===== src/rtl/fft_bfly_r2_stage0.sv =====
// Radix-2 DIT butterfly for FFT column 0 (twiddle W0 = 1): x = a + b, y = a - b.
// Four identical component lanes feed a single output register with a valid qualifier.

module fft_bfly_r2_lane #(
  parameter int DW       = 32,
  parameter int SCALE    = 0,
  parameter int SATURATE = 0,
  parameter bit SUB      = 1'b0
) (
  input  logic [DW-1:0] p,
  input  logic [DW-1:0] q,
  output logic [DW-1:0] r,
  output logic          ovf
);
  logic [DW:0] s;

  always_comb begin
    s   = SUB ? ({p[DW-1], p} - {q[DW-1], q}) : ({p[DW-1], p} + {q[DW-1], q});
    r   = s[DW-1:0];
    ovf = 1'b0;
    if (SCALE != 0) begin
      // Halving the DW+1 bit sum always fits in DW bits.
      r = s[DW:1];
    end else begin
      ovf = s[DW] ^ s[DW-1];
      if ((SATURATE != 0) && ovf)
        r = s[DW] ? {1'b1, {(DW-1){1'b0}}} : {1'b0, {(DW-1){1'b1}}};
    end
  end
endmodule

module fft_bfly_r2_stage0 #(
  parameter int DW       = 32,
  parameter int SCALE    = 0,
  parameter int SATURATE = 0
) (
  input  logic          clk,
  input  logic          rst_n,
  input  logic          in_valid,
  input  logic [2*DW-1:0] a,
  input  logic [2*DW-1:0] b,
  output logic          out_valid,
  output logic [2*DW-1:0] x,
  output logic [2*DW-1:0] y,
  output logic          ovf
);
  localparam int NUM_LANES = 4;
  localparam int STAGES    = 1;

  typedef struct packed {
    logic [DW-1:0] re;
    logic [DW-1:0] im;
  } cplx_t;

  cplx_t a_c, b_c, x_d, y_d, x_q, y_q;
  logic [NUM_LANES-1:0][DW-1:0] opa, opb, res;
  logic [NUM_LANES-1:0]         lane_ovf;
  logic [STAGES-1:0]            vld_pipe;
  logic                         ovf_q;

  assign a_c = a;
  assign b_c = b;

  // Lane order {xr, xi, yr, yi}; the two low lanes subtract.
  assign opa = {a_c.re, a_c.im, a_c.re, a_c.im};
  assign opb = {b_c.re, b_c.im, b_c.re, b_c.im};

  for (genvar g = 0; g < NUM_LANES; g++) begin : g_lane
    fft_bfly_r2_lane #(
      .DW(DW), .SCALE(SCALE), .SATURATE(SATURATE), .SUB(g < 2)
    ) u_lane (
      .p(opa[g]), .q(opb[g]), .r(res[g]), .ovf(lane_ovf[g])
    );
  end

  assign x_d = {res[3], res[2]};
  assign y_d = {res[1], res[0]};

  always_ff @(posedge clk or negedge rst_n) begin
    if (!rst_n) begin
      vld_pipe <= '0;
      x_q      <= '0;
      y_q      <= '0;
      ovf_q    <= 1'b0;
    end else begin
      vld_pipe[0] <= in_valid;
      for (int i = 1; i < STAGES; i++) vld_pipe[i] <= vld_pipe[i-1];
      if (in_valid) begin
        x_q   <= x_d;
        y_q   <= y_d;
        ovf_q <= |lane_ovf;
      end
    end
  end

  assign out_valid = vld_pipe[STAGES-1];
  assign x         = x_q;
  assign y         = y_q;
  assign ovf       = ovf_q;
endmodule


===== config.mk =====
export PLATFORM = sky130hd
export DESIGN_NAME = fft_bfly_r2_stage0
export DESIGN_NICKNAME = d
export VERILOG_FILES = /design/src/rtl/fft_bfly_r2_stage0.sv
export SDC_FILE = /design/constraint.sdc
export NUM_CORES = 1
export LEC_CHECK = 0
export CORE_MARGIN = 10
export CORE_UTILIZATION = 25
export CTS_CLUSTER_SIZE = 40
export DETAILED_ROUTE_END_ITERATION = 10
export SYNTH_ARGS = -nofsm -noshare
export SYNTH_HDL_FRONTEND = slang
export SYNTH_SLANG_ARGS = --single-unit

===== constraint.sdc =====
create_clock -name clk -period 1.1 [get_ports clk]
set_input_delay 0.33 -clock clk [delete_from_list [all_inputs] [get_ports clk]]
set_output_delay 0.33 -clock clk [all_outputs]
set_load 0.005 [all_outputs]

After elaboration in Yosys (flattened, before gate mapping)
Index checks and enable logic that the tools add are counted.
- output and inout bits: 130
- bits of input ports: 131
- register bits: 130
- bitwise logic cells: 4
- $add $sub $neg: 4
- reduce and logical (&&, ||, !) cells: 1
- operator list (cell ; count):
    $add 32x32->33 ; 2
    $sub 32x32->33 ; 2
    $reduce_or 4->1 ; 1
    $xor 1x1->1 ; 4

Logic depth before layout (Yosys ltp)
- word-level depth: 3
- depth in mapped cells: 12

Hierarchy
A second synthesis with hierarchy kept.
- cells, all modules: 1286
- area, all modules: 12005.3 um^2
- by module, submodules not included (module ; cells each ; instances ; area each (um^2)):
    fft_bfly_r2_stage0 ; 275 ; 1 ; 4844.6
    fft_bfly_r2_lane (g_lane[0].u_lane ...) ; 248 ; 2 ; 1794.2
    fft_bfly_r2_lane (g_lane[2].u_lane) ; 265 ; 1 ; 1820.5
    fft_bfly_r2_lane (g_lane[3].u_lane) ; 250 ; 1 ; 1751.7

Least setup slack after synthesis
OpenSTA, ideal clock, no wires.
- path type: input to register
- start: in b[5]
- end: reg x_q, in the netlist x[27]
- data required time: 0.963 ns
- data arrival time: 3.014 ns
- path slack: -2.051 ns
- path buffers: 1
- cell stages on the path: 12
- cells stage by stage: inv_1 -> ha_1 -> buf_6 -> or4_1 -> nor4_2 -> a21oi_1 -> a2111o_1 -> a2111oi_4 -> o31ai_1 -> o31ai_2 -> xnor2_1 -> a21oi_1
- word-level cells in the longest chain between the ends: 1
- ends and longest elaborated chain (what ; line ; text):
    from (decl) ; 41 ; input logic [2*DW-1:0] b,
    $add 32x32->33 ; 18 ; s = SUB ? ({p[DW-1], p} - {q[DW-1], q}) : ({p[DW-1], p} + {q[DW-1], q});
    to (signal assigned) ; 82 ; x_q <= '0;
    to (signal assigned) ; 89 ; x_q <= x_d;
    to (decl) ; 55 ; cplx_t a_c, b_c, x_d, y_d, x_q, y_q;
No other way between the ends.
A chain may end at the register's enable or synchronous reset.

Worst setup path in the final report
- start: in b[5]
- end: reg ovf_q, in the netlist ovf
- word-level cells in the longest chain between the ends: 3
- elaborated cells between the ends (all ways): 5
- ends and longest elaborated chain (what ; line ; text):
    $sub 32x32->33 / $add 32x32->33 (equally long branches) ; - ;
    $xor 1x1->1 ; 25 ; ovf = s[DW] ^ s[DW-1];
    $reduce_or 4->1 (*) ; 91 ; ovf_q <= |lane_ovf;
    to (signal assigned) ; 91 ;
    to (decl) ; 59 ; logic ovf_q;
Every way passes the cells marked *; elsewhere a longest branch is shown, timed or not.

==> flow_summary.ini <==
[status]
status = complete, but fails checks
violations = negative setup slack

[critical_path]
crit_buf_inv = 4
max_stage_delay_ns = 0.56
critPathMaxFanout = 2
crit_required_ns = 1.48
crit_chain = buf_8, clkinv_4, ha_4, or4_4, nor4_4, a21oi_2, a2111o_1, buf_6, buf_6, a2111oi_4, nor3_2, xnor2_1, a21oi_1, a41oi_1
setup.worst_path.end_class = flop
worst_path_most_repeated_cell = buf_6
crit_family = compound AO/OA/AOI/OAI gates
crit_type = input pin to flop
worstSetupStartpointType = input pin
cp.arrival_ns = 3.27
slowest_stage = or4_4

[finish]
area_growth_pct = 99.5
num-nets-final = 2512
layout-drive-gt1-share_pct = 58.3
final_core_util_pct = 50.2
fill_cells = 4179
diodes = 0
final_area_um2 = 23200

[sta]
setup_viol = 249
fmax_ghz = 0.346
fin_crit_ns = 2.89
fin_skew_ns = 0
post-route-period-util_pct = 263
hold_violations = 0
drv_slew = 0
fin_ws_ns = -1.79
rsz0062_at_grt = yes
worst_slew_pin_slew_ns = 0.531
relSlewSlack_pct = 63.7

[clock_tree]
clock-sinks = 128
clock_latency_ns = 0.46
cts_tree = done
cts_buffers = 17
clkTransAtPathRegs_ns = 0.06
cts_max_level = 4
clockBufferDepth = 2
cts_root_buf = clkbuf_16

[synth]
syn_avg_cell_area_um2 = 8.27
yosysSeqAreaShare_pct = 27.5
netlist.area_leader.share_pct = 27.5
synth_area_leaders = dfrtp_1 28%, ha_1 14%, a21oi_1 6.8%, xnor2_1 6.6%, nor2_1 5.2%
async_flop_share_pct = 100
ys_ff_latch = 128
synth-edff-count = 0
synth.mux.area_fraction_pct = 4.92
synth_largest_area_cell = dfrtp_1
syn-cell-area_um2 = 11600
synth-simple-area-share_pct = 14.0
syn_inst = 1409
ys_types = 74
syn_nets = 1672
yosys_warnings = 0
synthXorXnorAreaFrac_pct = 8.05
synthAdderAreaFrac_pct = 14.4
synth-compound-area-share_pct = 24.1
synth_flop_cell = dfrtp_1
synth_top_family_by_area = compound AO/OA/AOI/OAI gates

[routing]
drtPass1Iterations = 5
wl_per_cell_um = 18.2
drc = 0
drtIter0Drc = 751
vias = 13700
drt-total-wl_um = 52100
viasPerCell = 4.79
ant_nets = 0

[placement]
portBuffers = 260
dp_hpwl_um = 38300
pre_cts_slack_ns = -2.63
place_congestion = 0.857
place_area_um2 = 19400

[die]
ios = 261
fp.coreArea_um2 = 46300
die_w_um = 236
start_util_pct = 25.2
fp-row-count = 79
die_area_um2 = 55600
die_y_um = 236

[power]
cellPowerDensity_nw_per_um2 = 1160
leakage_nw = 10.9
ir_drop_v = 0.000910

[global_routing]
grt_max_degree = 42
antenna_found_initial = 3
grt_pass1_vias = 14000
grt_overflow = 0
grt_pass1_wl_um = 77700
globalRouteTotalUtil_pct = 17.3

[flow_run]
max_cap_violations = 0

[hold_path]
min_path_type = input pin to flop
==> cell usage after synthesis (15+ instances only) <==
master,number
ha_1,128
o31ai_1,15
nor3_1,21
o21ai_0,63
a31oi_1,15
a21oi_1,159
nor2_1,161
clkbuf_1,71
nor2b_1,21
inv_1,132
nand2_1,53
o21bai_1,27
a21o_1,29
mux2_2,50
dfrtp_1,128
xnor2_1,88
xor2_1,19
==> stage by stage <==
step	TNS (ns)	cells	hold WS [ns]	power [mW]
global placement	-248.36	2685	0.212	18.0
CTS	-200.82	2788	0.173	26.1
floorplan	-124.48	1409	0.0344	11.3
finish	-144.61	2867	0.182	26.9
detailed placement	-250.35	2685	0.226	18.1
global route	-156.83	2867	0.201	28.4
==> final cells by class <==
| cell class | count | area [µm²] | area share, % |
|---|---|---|---|
| Multi-Input combinational cell | 1067 | 10700 | 46.0 |
| Timing Repair Buffer | 901 | 7340 | 31.6 |
| Sequential cell | 128 | 3200 | 13.8 |
| Tap cell | 607 | 759 | 3.27 |
| Inverter | 134 | 632 | 2.72 |
| Clock buffer | 24 | 482 | 2.07 |
| Clock inverter | 6 | 130 | 0.560 |
==> placed cells by master (no fill, tap or decap), drive strengths merged, types with 27 or more instances in the layout <==
cell,count
nor2,161
o21bai,27
dfrtp,128
inv,130
clkbuf,169
ha,128
clkdlybuf4s50,38
a21oi,159
buf,687
a21o,29
xnor2,88
nand2,53
o21ai,64
mux2,50
==> worst min-delay path, delay by kind of cell <==
family          cells  cell delay (ns)
fa+ha+maj           1             0.11
buf+inv             1             0.08
compound gates      1             0.07
==> cells by family after synthesis <==
logic type | after synthesis
mux | 51
buf+inv | 214
flops | 128
simple gates | 349
compound gates | 428
xor+xnor | 107
fa+ha+maj | 132
==> worst paths after layout <==
check | from | end | slack [ns] | depth (start not counted)
max | b[5] | ovf$_DFFE_PN0P_ | -1.79 | 14
min | b[0] | x[0]$_DFFE_PN0P_ | 0.18 | 3
max reg2reg | y[47]$_DFFE_PN0P_ | y[47]$_DFFE_PN0P_ | 0.07 | 3
min reg2reg | y[8]$_DFFE_PN0P_ | y[8]$_DFFE_PN0P_ | 0.51 | 1
max in group asynchronous | rst_n | x[43]$_DFFE_PN0P_ | 0.30 | 3
min in group asynchronous | rst_n | y[61]$_DFFE_PN0P_ | 0.33 | 2
==> registers in the layout, summed over array words and instances, names as in the netlist <==
| name | count |
|---|---|
| x | 63 |
| ovf | 1 |
| out_valid | 1 |
| y | 63 |
==> layer usage <==
layer	GRT usage [%]	share of wire (%)	vias up
met3	4.38	5.1	69
li1	-	-	6614
met2	29.9	50	350
met1	20.7	43	6681
met5	0	0.065	-
met4	5.34	2.3	6
==> repair_timing <==
item | 4_1_cts | 5_1_grt
endpoints found under the hold margin | 13 | 0
setup buffers | 78 | 104
pin swaps | 196 | 227
hold buffers | 1 | 0
endpoints found under the setup margin | 255 | 251
gates resized for setup | 508 | 619
==> power breakdown <==
| part | switching [mW] | total [mW] | leakage, nW | internal [mW] |
|---|---|---|---|---|
| registers | 0.701 | 6.44 | 1.47 | 5.74 |
| clock network | 2.36 | 6.30 | 0.300 | 3.94 |
| logic | 6.27 | 14.2 | 9.16 | 7.92 |
Power figures use the tool's default switching activity.
